File: config.mk
export PLATFORM = sky130hd
export DESIGN_NAME = block_sram_writer
export DESIGN_NICKNAME = d
export VERILOG_FILES = /design/src/rtl/block_sram_writer.sv
export SDC_FILE = /design/constraint.sdc
export NUM_CORES = 1
export LEC_CHECK = 0
export CORE_MARGIN = 5
export CORE_UTILIZATION = 45
export DETAILED_ROUTE_END_ITERATION = 16
export SETUP_SLACK_MARGIN = 0.05
export SYNTH_ARGS = -nofsm -noshare
export SYNTH_HDL_FRONTEND = slang
export SYNTH_SLANG_ARGS = --single-unit
File: constraint.sdc
create_clock -name CLOCK_50_I -period 3 [get_ports CLOCK_50_I]
set_clock_uncertainty 0.2 [all_clocks]
set_input_delay 0.6 -clock CLOCK_50_I [delete_from_list [all_inputs] [get_ports CLOCK_50_I]]
set_output_delay 0.6 -clock CLOCK_50_I [all_outputs]
set_load 0.03 [all_outputs]
File: src/rtl/block_sram_writer.sv
// block_sram_writer: streams one BLOCK_DIM x BLOCK_DIM block of signed samples
// out of a dual-port RAM. Each sample is clipped to 8 bits, and pairs of samples
// are packed into 16-bit words. The words are written to the block's place in a
// planar Y/U/V frame in SRAM. The block position advances after every block and
// walks Y, then U, then V, then wraps back to Y (0,0).
//
// Handshake: WS_start is a one-cycle request and is honoured only in IDLE.
// WS_done is a one-cycle completion pulse. No backpressure exists on either side.
// ram_read_data belongs to the ram_address issued one cycle earlier.
module block_sram_writer #(
  parameter int BLOCK_DIM     = 8,
  parameter int Y_BLOCK_COLS  = 40,
  parameter int UV_BLOCK_COLS = 20,
  parameter int BLOCK_ROWS    = 30,
  parameter int U_BASE        = 38400,
  parameter int V_BASE        = 57600
) (
  input  logic                               CLOCK_50_I,
  input  logic                               Resetn,
  input  logic                               WS_start,
  input  logic                               pos_clear,
  output logic [2*$clog2(BLOCK_DIM)-1:0]     ram_address,
  input  logic [15:0]                        ram_read_data,
  output logic [17:0]                        SRAM_address,
  output logic                               SRAM_we_n,
  output logic [15:0]                        SRAM_write_data,
  output logic                               WS_done,
  output logic                               all_done,
  output logic [2:0]                         o_dbg_state
);

  localparam int LOG_BD = $clog2(BLOCK_DIM);
  localparam int AW     = 2 * LOG_BD;

  localparam logic [2:0] S_WS_IDLE = 3'd0;
  localparam logic [2:0] S_WS_LEAD = 3'd1;
  localparam logic [2:0] S_WS_RUN  = 3'd2;
  localparam logic [2:0] S_WS_TAIL = 3'd3;
  localparam logic [2:0] S_WS_DONE = 3'd4;

  localparam logic [1:0] PL_Y = 2'd0;
  localparam logic [1:0] PL_U = 2'd1;
  localparam logic [1:0] PL_V = 2'd2;

  localparam logic [AW-1:0]     K_LAST = AW'(BLOCK_DIM * BLOCK_DIM - 1);
  localparam logic [LOG_BD-1:0] C_LAST = LOG_BD'(BLOCK_DIM - 1);

  // Words per SRAM row and words per block row for each plane. These values are
  // elaboration-time constants, so the per-cycle path has only adders.
  localparam logic [17:0] Y_ROW_W    = 18'(Y_BLOCK_COLS * BLOCK_DIM / 2);
  localparam logic [17:0] UV_ROW_W   = 18'(UV_BLOCK_COLS * BLOCK_DIM / 2);
  localparam logic [17:0] Y_BLK_ROW  = 18'(Y_BLOCK_COLS * BLOCK_DIM * BLOCK_DIM / 2);
  localparam logic [17:0] UV_BLK_ROW = 18'(UV_BLOCK_COLS * BLOCK_DIM * BLOCK_DIM / 2);
  localparam logic [17:0] BLK_HALF   = 18'(BLOCK_DIM / 2);
  localparam logic [17:0] U_BASE_A   = 18'(U_BASE);
  localparam logic [17:0] V_BASE_A   = 18'(V_BASE);

  localparam logic [15:0] Y_COLS_M1  = 16'(Y_BLOCK_COLS - 1);
  localparam logic [15:0] UV_COLS_M1 = 16'(UV_BLOCK_COLS - 1);
  localparam logic [15:0] ROWS_M1    = 16'(BLOCK_ROWS - 1);

  logic [2:0]        r_state;
  logic [AW-1:0]     r_ram_addr;
  logic [AW-1:0]     r_cap_k;
  logic [7:0]        r_even;
  logic [17:0]       r_row_addr;
  logic [17:0]       r_sram_addr;
  logic              r_we_n;
  logic [15:0]       r_wdata;
  logic              r_ws_done;
  logic              r_all_done;

  // Block position: plane, block column, block row, and two running bases
  // (the start of the current block row and the top-left word of the block).
  logic [1:0]        r_plane;
  logic [15:0]       r_cb;
  logic [15:0]       r_rb;
  logic [17:0]       r_rowblk_base;
  logic [17:0]       r_blk_base;

  logic [7:0]        w_clip;
  logic              w_cap;
  logic [LOG_BD-1:0] w_c;
  logic              w_col_last;
  logic [17:0]       w_row_w;
  logic [17:0]       w_blk_row;
  logic [15:0]       w_cols_m1;
  logic              w_last_col;
  logic              w_last_row;
  logic              w_last_block;

  // Saturate the signed sample into the 0..255 range.
  always_comb begin
    w_clip = ram_read_data[7:0];
    if (ram_read_data[15])
      w_clip = 8'd0;
    else if (|ram_read_data[14:8])
      w_clip = 8'hFF;
  end

  // Every RUN cycle and the TAIL cycle present a valid sample for element r_cap_k.
  assign w_cap        = (r_state == S_WS_RUN) || (r_state == S_WS_TAIL);
  assign w_c          = r_cap_k[LOG_BD-1:0];
  assign w_col_last   = (w_c == C_LAST);
  assign w_row_w      = (r_plane == PL_Y) ? Y_ROW_W   : UV_ROW_W;
  assign w_blk_row    = (r_plane == PL_Y) ? Y_BLK_ROW : UV_BLK_ROW;
  assign w_cols_m1    = (r_plane == PL_Y) ? Y_COLS_M1 : UV_COLS_M1;
  assign w_last_col   = (r_cb == w_cols_m1);
  assign w_last_row   = (r_rb == ROWS_M1);
  assign w_last_block = (r_plane == PL_V) && w_last_col && w_last_row;

  // Sequencer: issue RAM addresses, capture samples, pack pairs, and write to SRAM.
  always_ff @(posedge CLOCK_50_I or negedge Resetn) begin
    if (!Resetn) begin
      r_state     <= S_WS_IDLE;
      r_ram_addr  <= '0;
      r_cap_k     <= '0;
      r_even      <= 8'd0;
      r_row_addr  <= 18'd0;
      r_sram_addr <= 18'd0;
      r_we_n      <= 1'b1;
      r_wdata     <= 16'd0;
      r_ws_done   <= 1'b0;
      r_all_done  <= 1'b0;
    end else begin
      r_we_n     <= 1'b1;
      r_ws_done  <= 1'b0;
      r_all_done <= 1'b0;
      case (r_state)
        S_WS_IDLE: begin
          if (WS_start) begin
            r_ram_addr <= '0;
            r_cap_k    <= '0;
            // A simultaneous pos_clear redirects this block to Y (0,0).
            r_row_addr <= pos_clear ? 18'd0 : r_blk_base;
            r_state    <= S_WS_LEAD;
          end
        end
        S_WS_LEAD: begin
          r_ram_addr <= r_ram_addr + 1'b1;
          r_state    <= S_WS_RUN;
        end
        S_WS_RUN: begin
          if (r_ram_addr == K_LAST)
            r_state <= S_WS_TAIL;
          else
            r_ram_addr <= r_ram_addr + 1'b1;
        end
        S_WS_TAIL: begin
          r_state    <= S_WS_DONE;
          r_ws_done  <= 1'b1;
          r_all_done <= w_last_block;
        end
        S_WS_DONE: begin
          r_state <= S_WS_IDLE;
        end
        default: begin
          r_state <= S_WS_IDLE;
        end
      endcase

      if (w_cap) begin
        r_cap_k <= r_cap_k + 1'b1;
        if (!r_cap_k[0]) begin
          r_even <= w_clip;
        end else begin
          r_we_n      <= 1'b0;
          r_wdata     <= {r_even, w_clip};
          r_sram_addr <= r_row_addr + 18'(w_c >> 1);
          if (w_col_last)
            r_row_addr <= r_row_addr + w_row_w;
        end
      end
    end
  end

  // Position tracker: clear in IDLE, advance column/row/plane as each block retires.
  always_ff @(posedge CLOCK_50_I or negedge Resetn) begin
    if (!Resetn) begin
      r_plane       <= PL_Y;
      r_cb          <= 16'd0;
      r_rb          <= 16'd0;
      r_rowblk_base <= 18'd0;
      r_blk_base    <= 18'd0;
    end else if ((r_state == S_WS_IDLE) && pos_clear) begin
      r_plane       <= PL_Y;
      r_cb          <= 16'd0;
      r_rb          <= 16'd0;
      r_rowblk_base <= 18'd0;
      r_blk_base    <= 18'd0;
    end else if (r_state == S_WS_DONE) begin
      if (!w_last_col) begin
        r_cb       <= r_cb + 16'd1;
        r_blk_base <= r_blk_base + BLK_HALF;
      end else if (!w_last_row) begin
        r_cb          <= 16'd0;
        r_rb          <= r_rb + 16'd1;
        r_rowblk_base <= r_rowblk_base + w_blk_row;
        r_blk_base    <= r_rowblk_base + w_blk_row;
      end else begin
        r_cb <= 16'd0;
        r_rb <= 16'd0;
        case (r_plane)
          PL_Y: begin
            r_plane       <= PL_U;
            r_rowblk_base <= U_BASE_A;
            r_blk_base    <= U_BASE_A;
          end
          PL_U: begin
            r_plane       <= PL_V;
            r_rowblk_base <= V_BASE_A;
            r_blk_base    <= V_BASE_A;
          end
          default: begin
            r_plane       <= PL_Y;
            r_rowblk_base <= 18'd0;
            r_blk_base    <= 18'd0;
          end
        endcase
      end
    end
  end

  assign ram_address     = r_ram_addr;
  assign SRAM_address    = r_sram_addr;
  assign SRAM_we_n       = r_we_n;
  assign SRAM_write_data = r_wdata;
  assign WS_done         = r_ws_done;
  assign all_done        = r_all_done;
  assign o_dbg_state     = r_state;

endmodule
# After elaboration in Yosys (flattened, before gate mapping)
# Index checks and enable logic that the tools add are counted.
[totals] out_inout_bits=46 memories=0 input_bits=20 elab_cells=100 reg_bits=148 romBits=0 latchBits=0 ram_bits=0
[classes] n_div=0 mux=43 bitwise=1 n_addsub=8 shifts=0 n_lt_le_gt_ge=0 n_mul=0 n_reduce_logical=20 n_eq_ne=13
[op_table] cell="two-way mux 18 bit" count=13
[op_table] cell="two-way mux 16 bit" count=7
[op_table] cell="adder 16 x 1 -> 16 bit, second input constant" count=2
[op_table] cell="one-hot mux 16 bit (2 select lines)" count=1
[op_table] cell="two-way mux 6 bit" count=5
[op_table] cell="two-way mux 8 bit" count=3
[op_table] cell="adder 18 x 11 -> 18 bit" count=1
[op_table] cell="adder 18 x 2 -> 18 bit" count=1
[op_table] cell="adder 18 x 3 -> 18 bit, second input constant" count=1
[op_table] cell="adder 18 x 8 -> 18 bit" count=1
[op_table] cell="one-hot mux 6 bit (3 select lines)" count=1
[op_table] cell="equality test 16 x 5 -> 1 bit, second input constant" count=1
[op_table] cell="equality test 16 x 6 -> 1 bit" count=1
[op_table] cell="adder 6 x 1 -> 6 bit, second input constant" count=2
[op_table] cell="one-hot mux 3 bit (4 select lines)" count=1
[op_table] cell="two-way mux 11 bit" count=1
[op_table] cell="AND reduction 2 bit" count=5
[op_table] cell="nonzero test 2 bit" count=5
[op_table] cell="two-way mux 2 bit" count=4
[op_table] cell="OR reduction 7 bit" count=1
[op_table] cell="equality test 3 x 2 -> 1 bit, second input constant" count=2
[op_table] cell="equality test 3 bit, second input constant" count=2
[op_table] cell="equality test 6 bit, second input constant" count=1
[op_table] cell="two-way mux 3 bit" count=2
[op_table] cell="other kinds (14)" count=21

# Logic depth before layout (Yosys ltp)
# Gate-level depths: netlist of run 1.
[logic_depth] word_depth=7 depth_mapped=12 mapped_depth_nobuf=10

# Least setup slack after synthesis of run 1
# Ideal clock, no wire load.
[synth_path] path_type="reg-to-reg" from="reg r_plane[1]" to="reg r_blk_base[12]" setup_time_ns=0.124 arrival_ns=2.455 slack_ns=0.221 t_required_ns=2.676 stages_incl_launch_ff=12 n_path_buf=2 synth_period_minus_slack_ns=2.779 path_cell_list="dfrtp_1 buf_2 nor2_1 inv_2 clkbuf_1 ha_1 a21oi_1 a221oi_1 nand2_1 xor2_1 a211oi_2 or2_1"
[synth_between] elab_chain_cells=7 elab_cells_between_ends=11 cone_classes="1 x add/sub; 2 x eq/ne; 7 x mux; 1 x reduce/logical"
[synth_lines] element="from (decl)" line_no="75" text="logic [1:0] r_plane;"
[synth_lines] element="from (signal assigned)" line_no="180" text="r_plane <= PL_Y;"
[synth_lines] element="from (signal assigned)" line_no="186" text="r_plane <= PL_Y;"
[synth_lines] element="from (signal assigned)" line_no="205" text="r_plane <= PL_U;"
[synth_lines] element="zero test 2 bit" line_no="106, 107, 203"
[synth_lines] element="two-way mux 11 bit" line_no="106" text="assign w_blk_row = (r_plane == PL_Y) ? Y_BLK_ROW : UV_BLK_ROW;"
[synth_lines] element="adder 18 x 11 -> 18 bit" line_no="199" text="r_blk_base <= r_rowblk_base + w_blk_row;"
[synth_lines] element="two-way mux 18 bit" line_no="195" text="end else if (!w_last_row) begin"
[synth_lines] element="two-way mux 18 bit *" line_no="192" text="if (!w_last_col) begin"
[synth_lines] element="two-way mux 18 bit *" line_no="191" text="end else if (r_state == S_WS_DONE) begin"
[synth_lines] element="two-way mux 18 bit *" line_no="185" text="end else if ((r_state == S_WS_IDLE) && pos_clear) begin"
[synth_lines] element="to (signal assigned)" line_no="194" text="r_blk_base <= r_blk_base + BLK_HALF;"
[synth_lines] element="to (signal assigned)" line_no="199"
[synth_lines] element="to (decl)" line_no="79" text="logic [17:0] r_blk_base;"
# Every way passes the cells marked *; elsewhere a longest branch is shown, timed or not. The select of a mux whose other input is x is not followed.
# A chain may end at the register's enable or synchronous reset.

# Worst setup path in the final report of run 1
[layout_path] from="reg r_rb[1]" to="reg r_blk_base[14]"
[layout_between] elab_chain_cells=5
[layout_lines] element="from (decl)" line_no="77" text="logic [15:0] r_rb;"
[layout_lines] element="from (signal assigned)" line_no="197" text="r_rb <= r_rb + 16'd1;"
[layout_lines] element="equality test 16 x 5 -> 1 bit" line_no="109" text="assign w_last_row = (r_rb == ROWS_M1);"
[layout_lines] element="two-way mux 18 bit" line_no="195"
[layout_lines] element="two-way mux 18 bit" line_no="192"
[layout_lines] element="two-way mux 18 bit" line_no="191"
[layout_lines] element="two-way mux 18 bit" line_no="185"
# Every way passes these cells. The select of a mux whose other input is x is not followed.

==> reports/qor.yml, run 1 <==
clock_sinks: 145
yosys_warnings: 0
syn-num-nets: 841
drt-pass1-iter-count: 8
ys.flop_type: "dfrtp_1"
cpMostUsedCell: "nor2_1"
synth_top_cells_by_count: "dfrtp_1 (144), nand2_1 (109), o21ai_0 (75)"
wl_um: 18400
cts.path.max_buffers: 2
synth_area_leaders: "dfrtp_1 (48%), nand2_1 (5.4%), o21ai_0 (5.0%), xor2_1 (3.3%), nor2_1 (3.2%)"
hold_viol: 0
clkLatencyLatePin_ps: 420
seq_area_um2: 3630
htree_levels: 4
synth_most_common_cell: "dfrtp_1"
hp-class: "register to register"
max_stage_delay_ps: 540
grt_busiest_layer: "met2"
cts_setup_buffers: 0
multi_input_area_um2: 3636
slew_headroom_pct: 35.67
yosysSeqAreaShare_pct: 48.29
run_status: "completed"
rsz0062_at_grt: "no"
met3_usage_pct: 3.979
post_dp_cell_area_um2: 8492
place_worst_setup_slack_ps: 211.3
start_util_pct: 45.65
stdcell_area_um2: 9163
cts_made_buffers: 17
clk_pin_slew_ps: 60
critPathKind: "register to register"
syn_area_per_cell_um2: 9.302
grt.total_usage_pct: 19.43
via_per_inst: 5.665
leakage_nw: 3.864
route.detailed.drc: 0
synth_cell_type_count: 68
n_antenna_cell: 0
vias: 6288
p_per_area_nw_per_um2: 839.7
cp_top_family: "simple AND/OR/NAND/NOR gates"
worstMarginPinSlew_ps: 965.0
synth_top_area_share_pct: 47.94
synth_area_um2: 7516
first_iter_violations: 547
placementRows: 47
gr-usage-met1_pct: 27.32
rrSetupSlack_ps: 280
grt_first_pass_wirelength_um: 31030
hpwl_um: 13280
slowest_stage: "or4_1"
vdd.ir_drop.worst_mv: 0.4268
synth_edf_count: 0
clock-root-buffer: "clkbuf_16"
start_kind: "register"
ant_nets: 0
antenna_found_initial: 0
min_period_ps: 2724
cts_tree: "done"
yosys.area.top_type: "dfrtp_1"
fmax_mhz: 367.2
port_buffers: 65
die_area_um2: 19390
drv_cap: 0
cp_cell_sequence: "inv_1 > ha_1 > or4b_1 > or4_1 > buf_4 > nor2_1 > nor2_1 > a21boi_2 > nand3b_1"
drive_gt1_share_pct: 10.00
fill_cells: 1456
die_h_um: 139.2
groute.layer.met2.usage_pct: 29.95
post_drt_wl_per_cell_um: 16.57
ys_ff_latch: 145
drv_slew: 0
io_pins: 66
crit_fanout: 18
arrival_ps: 2830
grt_max_degree: 58
grt_pass1_vias: 6039
nets: 912
overflow: 0
synthCells: 808
dieWidth_um: 139.2
timing.final.ws_setup_ps: 276.4
end_kind: "register"
setup_viol: 0
place.gp.congestion: 0.9056
fp.coreArea_um2: 16470
period_share_pct: 90.79
cp.required_ps: 3100
synth-async-reset-ratio_pct: 100.0
area_delta_synth_final_pct: 21.91
crit_buf_inv: 2
fin_setup_tns_ps: 0
[worst register-to-register path, cell delays in order, from the launching register on]
cell,delay (ps)
dfrtp_1,390
inv_1,80
ha_1,140
or4b_1,470
or4_1,540
buf_4,230
nor2_1,130
nor2_1,50
a21boi_2,200
nand3b_1,170
[path summary, 6_finish.rpt]
kind,start,end,cells past startpoint
worst max-delay path,r_rb[1],r_blk_base[14],9
worst min-delay path,SRAM_address[2],SRAM_address[2],2
worst max register to register,r_rb[1],r_blk_base[14],9
worst min register to register,SRAM_address[2],SRAM_address[2],2
max in group asynchronous,Resetn,r_blk_base[13],3
min in group asynchronous,Resetn,r_even[1],2
[power by group]
part / switching [mW] / internal [mW] / total, mW
Sequential: 0.429 / 2.43 / 2.85
Combinational: 1.48 / 1.03 / 2.51
Clock: 0.799 / 1.53 / 2.33
Total: 2.71 / 4.99 / 7.69
[per-stage QoR]
stage               std cells  utilization, %  total power, mW  hold WS (ps)
finish                   1110           55.65            7.694         277.5
global route             1110           55.65            8.142         294.3
CTS                      1110           55.58            7.774         282.6
detailed placement       1079           51.57            5.416         269.7
global placement         1079           51.57            5.335         258.8
floorplan                 808               -            4.367         104.4
[layer usage]
layer	up-vias	routed length [um]
met5	-	0
met1	3046	8602
met2	189	8495
met3	28	959
met4	0	337
li1	3025	-
[registers in the layout, indices dropped and copies added (netlist names)]
| register | flops |
|---|---|
| r_cap_k | 3 |
| SRAM_address | 18 |
| r_rowblk_base | 18 |
| SRAM_write_data | 16 |
| WS_done | 1 |
| r_row_addr | 18 |
| r_blk_base | 18 |
| SRAM_we_n | 1 |
| r_plane | 2 |
| o_dbg_state | 3 |
| r_rb | 16 |
| r_even | 8 |
| all_done | 1 |
| r_cb | 16 |
| ram_address | 6 |
[what timing repair did]
item,in CTS,in global routing
endpoints found under the hold margin,52,0
endpoints found under the setup margin,0,11
hold buffers,1,0
gates resized for setup,0,2
[layout make-up]
type	instances	area share, %
well taps	220	3.004
repair buffers	95	9.873
multi-input cells	602	39.68
inverters	18	0.7374
flip-flops and latches	145	39.61
clock inverters	9	1.953
clock buffers	21	5.135
[logic make-up after synthesis]
logic type                 count (synthesis)  share of synthesized area (%)
AOI/OAI and AO/OA                        199                          16.61
buffers and inverters                     61                          3.512
muxes                                     13                          1.881
adders and majority gates                 13                          2.264
and+or+nand+nor                          325                          21.38
xor gates and xnor gates                  52                          6.060
DFF                                      145                          48.29
[layout by cell type, fill, tap and decap left out, types with 4 or more instances in the layout]
| cell | instances |
|---|---|
| nand2b_1 | 4 |
| buf_4 | 27 |
| o21bai_1 | 10 |
| xor2_1 | 28 |
| nor3b_1 | 4 |
| and3_1 | 19 |
| a22o_1 | 4 |
| and2_1 | 15 |
| inv_1 | 17 |
| ha_1 | 12 |
| a211oi_1 | 7 |
| mux2i_1 | 4 |
| a221o_1 | 4 |
| a311oi_1 | 8 |
| xnor2_1 | 24 |
| o21ai_0 | 74 |
| nand4_1 | 15 |
| o21ai_1 | 4 |
| a21oi_1 | 39 |
| mux2_2 | 9 |
| o22ai_1 | 4 |
| clkbuf_16 | 17 |
| clkdlybuf4s50_1 | 64 |
| bufinv_16 | 5 |
| nand2_1 | 108 |
| nor2_1 | 65 |
| nand3_1 | 33 |
| dfrtp_1 | 144 |
| nor3_1 | 23 |
| a21o_1 | 4 |
| o31ai_1 | 5 |
| nor4_1 | 10 |
| a31oi_1 | 9 |
(Power assumes the default switching activity.)
==> run 2, diff against run 1 <==
- CORE_ASPECT_RATIO: default -> 0.8
- clock period: 3 -> 2.9 ns (I/O delays scaled with it)
==> run 2 against run 1 <==
Clock power up 2%. Critical path type unchanged. Hold slack better by 2.7 ps. Cell count up 0.36%. Highest routed layer unchanged.
==> reports/qor.yml, run 2 (synthesis results as in run 1) <==
run_status: "completed"
nets: 914
via_per_inst: 5.671
overflow: 0
clock_sinks: 145
cts.path.max_buffers: 2
htree_levels: 4
io_pins: 66
drv_slew: 0
hpwl_um: 13800
clk_pin_slew_ps: 60
cp_cell_sequence: "inv_1 > ha_1 > or4b_1 > or4_1 > buf_4 > a21oi_1 > nor3b_1 > o21ai_2 > o211ai_2"
crit_fanout: 18
clock-root-buffer: "clkbuf_16"
clkLatencyLatePin_ps: 420
hold_viol: 0
cts_made_buffers: 17
max_stage_delay_ps: 530
end_kind: "register"
cp.required_ps: 3000
vias: 6318
area_delta_synth_final_pct: 21.77
p_total_mw: 7.928
fin_setup_tns_ps: 0
wl_um: 18900
timing.final.ws_setup_ps: 237.6
period_share_pct: 91.81
drt-pass1-iter-count: 5
fin_hold_ws_ps: 280.2
ant_nets: 0
n_antenna_cell: 0
grt_pass1_vias: 6332
place.gp.congestion: 0.8862
die_area_um2: 19400
dieWidth_um: 154.5
min_period_ps: 2662
grt_max_degree: 61
antenna_found_initial: 0
vdd.ir_drop.worst_mv: 0.4976
post_drt_wl_per_cell_um: 16.96
hp-class: "register to register"
first_iter_violations: 433
leakage_nw: 3.869
mostFrequentLayoutCells: "dfrtp_1 (144), nand2_1 (108), o21ai_0 (74)"
port_buffers: 65
place_worst_setup_slack_ps: 233.8
mostFrequentLayoutCell: "dfrtp_1"
route.detailed.drc: 0
start_util_pct: 45.69
rsz0062_at_grt: "no"
arrival_ps: 2770
fp.coreArea_um2: 16450
grt.total_usage_pct: 20.16
grt_first_pass_wirelength_um: 32040
start_kind: "register"
dp_cells: 1081
cts_tree: "done"
drive_gt1_share_pct: 10.29
die_h_um: 125.6
final_cells: 1114
slew_headroom_pct: 49.48
fmax_mhz: 375.6
critPathKind: "register to register"
drv_cap: 0
worstMarginPinSlew_ps: 757.9
slowest_stage: "or4_1"
setup_viol: 0
p_per_area_nw_per_um2: 866.2
placementRows: 42
run 2: changes by cell type in the layout (fill, tap and decap cells not counted), sizes merged:
cell	previous run	this run
inv	19	18
buf	30	32
clkinv	1	3
clkbuf	21	23
bufinv	5	4
run 2: power by group:
group / internal (mW) / switching (mW) / leakage [nW] / total, mW
Sequential: 2.51 / 0.448 / 1.94 / 2.96
Combinational: 1.05 / 1.55 / 1.62 / 2.60
Clock: 1.53 / 0.839 / 0.309 / 2.37
run 2: stage by stage:
| step | instance area [um2] | util [%] |
|---|---|---|
| final | 9153 | 55.64 |
| after global routing | 9153 | 55.64 |
| after CTS | 9146 | 55.61 |
| after detailed placement | 8494 | 51.64 |
| after global placement | 8494 | 51.64 |
| after floorplan | 7516 | - |
run 2: layout make-up:
type / instances / area (um2)
Clock buffer: 23 / 488.0
Clock inverter: 9 / 153.9
Fill cell: 1448 / 7296
Inverter: 18 / 67.56
Multi-Input combinational cell: 602 / 3631
Sequential cell: 145 / 3630
Tap cell: 220 / 275.3
Timing Repair Buffer: 97 / 907.1
run 2: critical path, delay by kind of cell, from the launching register on:
family          cells  cell delay (ps)
buf+inv             2              310
flops               1              390
fa+ha+maj           1              130
simple gates        3             1070
compound gates      3              440
run 2: layer usage:
metal	GRT usage (%)	up-vias	share of wire [%]	routed length [um]
li1	-	3026	-	-
met1	29.38	3134	49	9290
met2	30.42	145	45	8528
met3	4.629	13	4.7	890
met4	5.452	0	0.99	188
met5	0	-	0	0
run 2: final timing paths:
path,endpoint,cells past startpoint,start,slack (ps)
min in group asynchronous,SRAM_write_data[15],2,Resetn,480
hold reg to reg,SRAM_address[6],2,SRAM_address[6],280
max in group asynchronous,r_rowblk_base[15],3,Resetn,1200
hold / removal,SRAM_address[6],2,SRAM_address[6],280
setup reg to reg,r_blk_base[9],9,r_rb[1],240
setup / recovery,r_blk_base[9],9,r_rb[1],240
run 2: what timing repair did:
action                     4_1_cts  5_1_grt
setup buffers                    0        0
gates resized for setup          0        1
hold buffers                     1        0
hold endpoints to repair        54        0
setup endpoints to repair        0        3
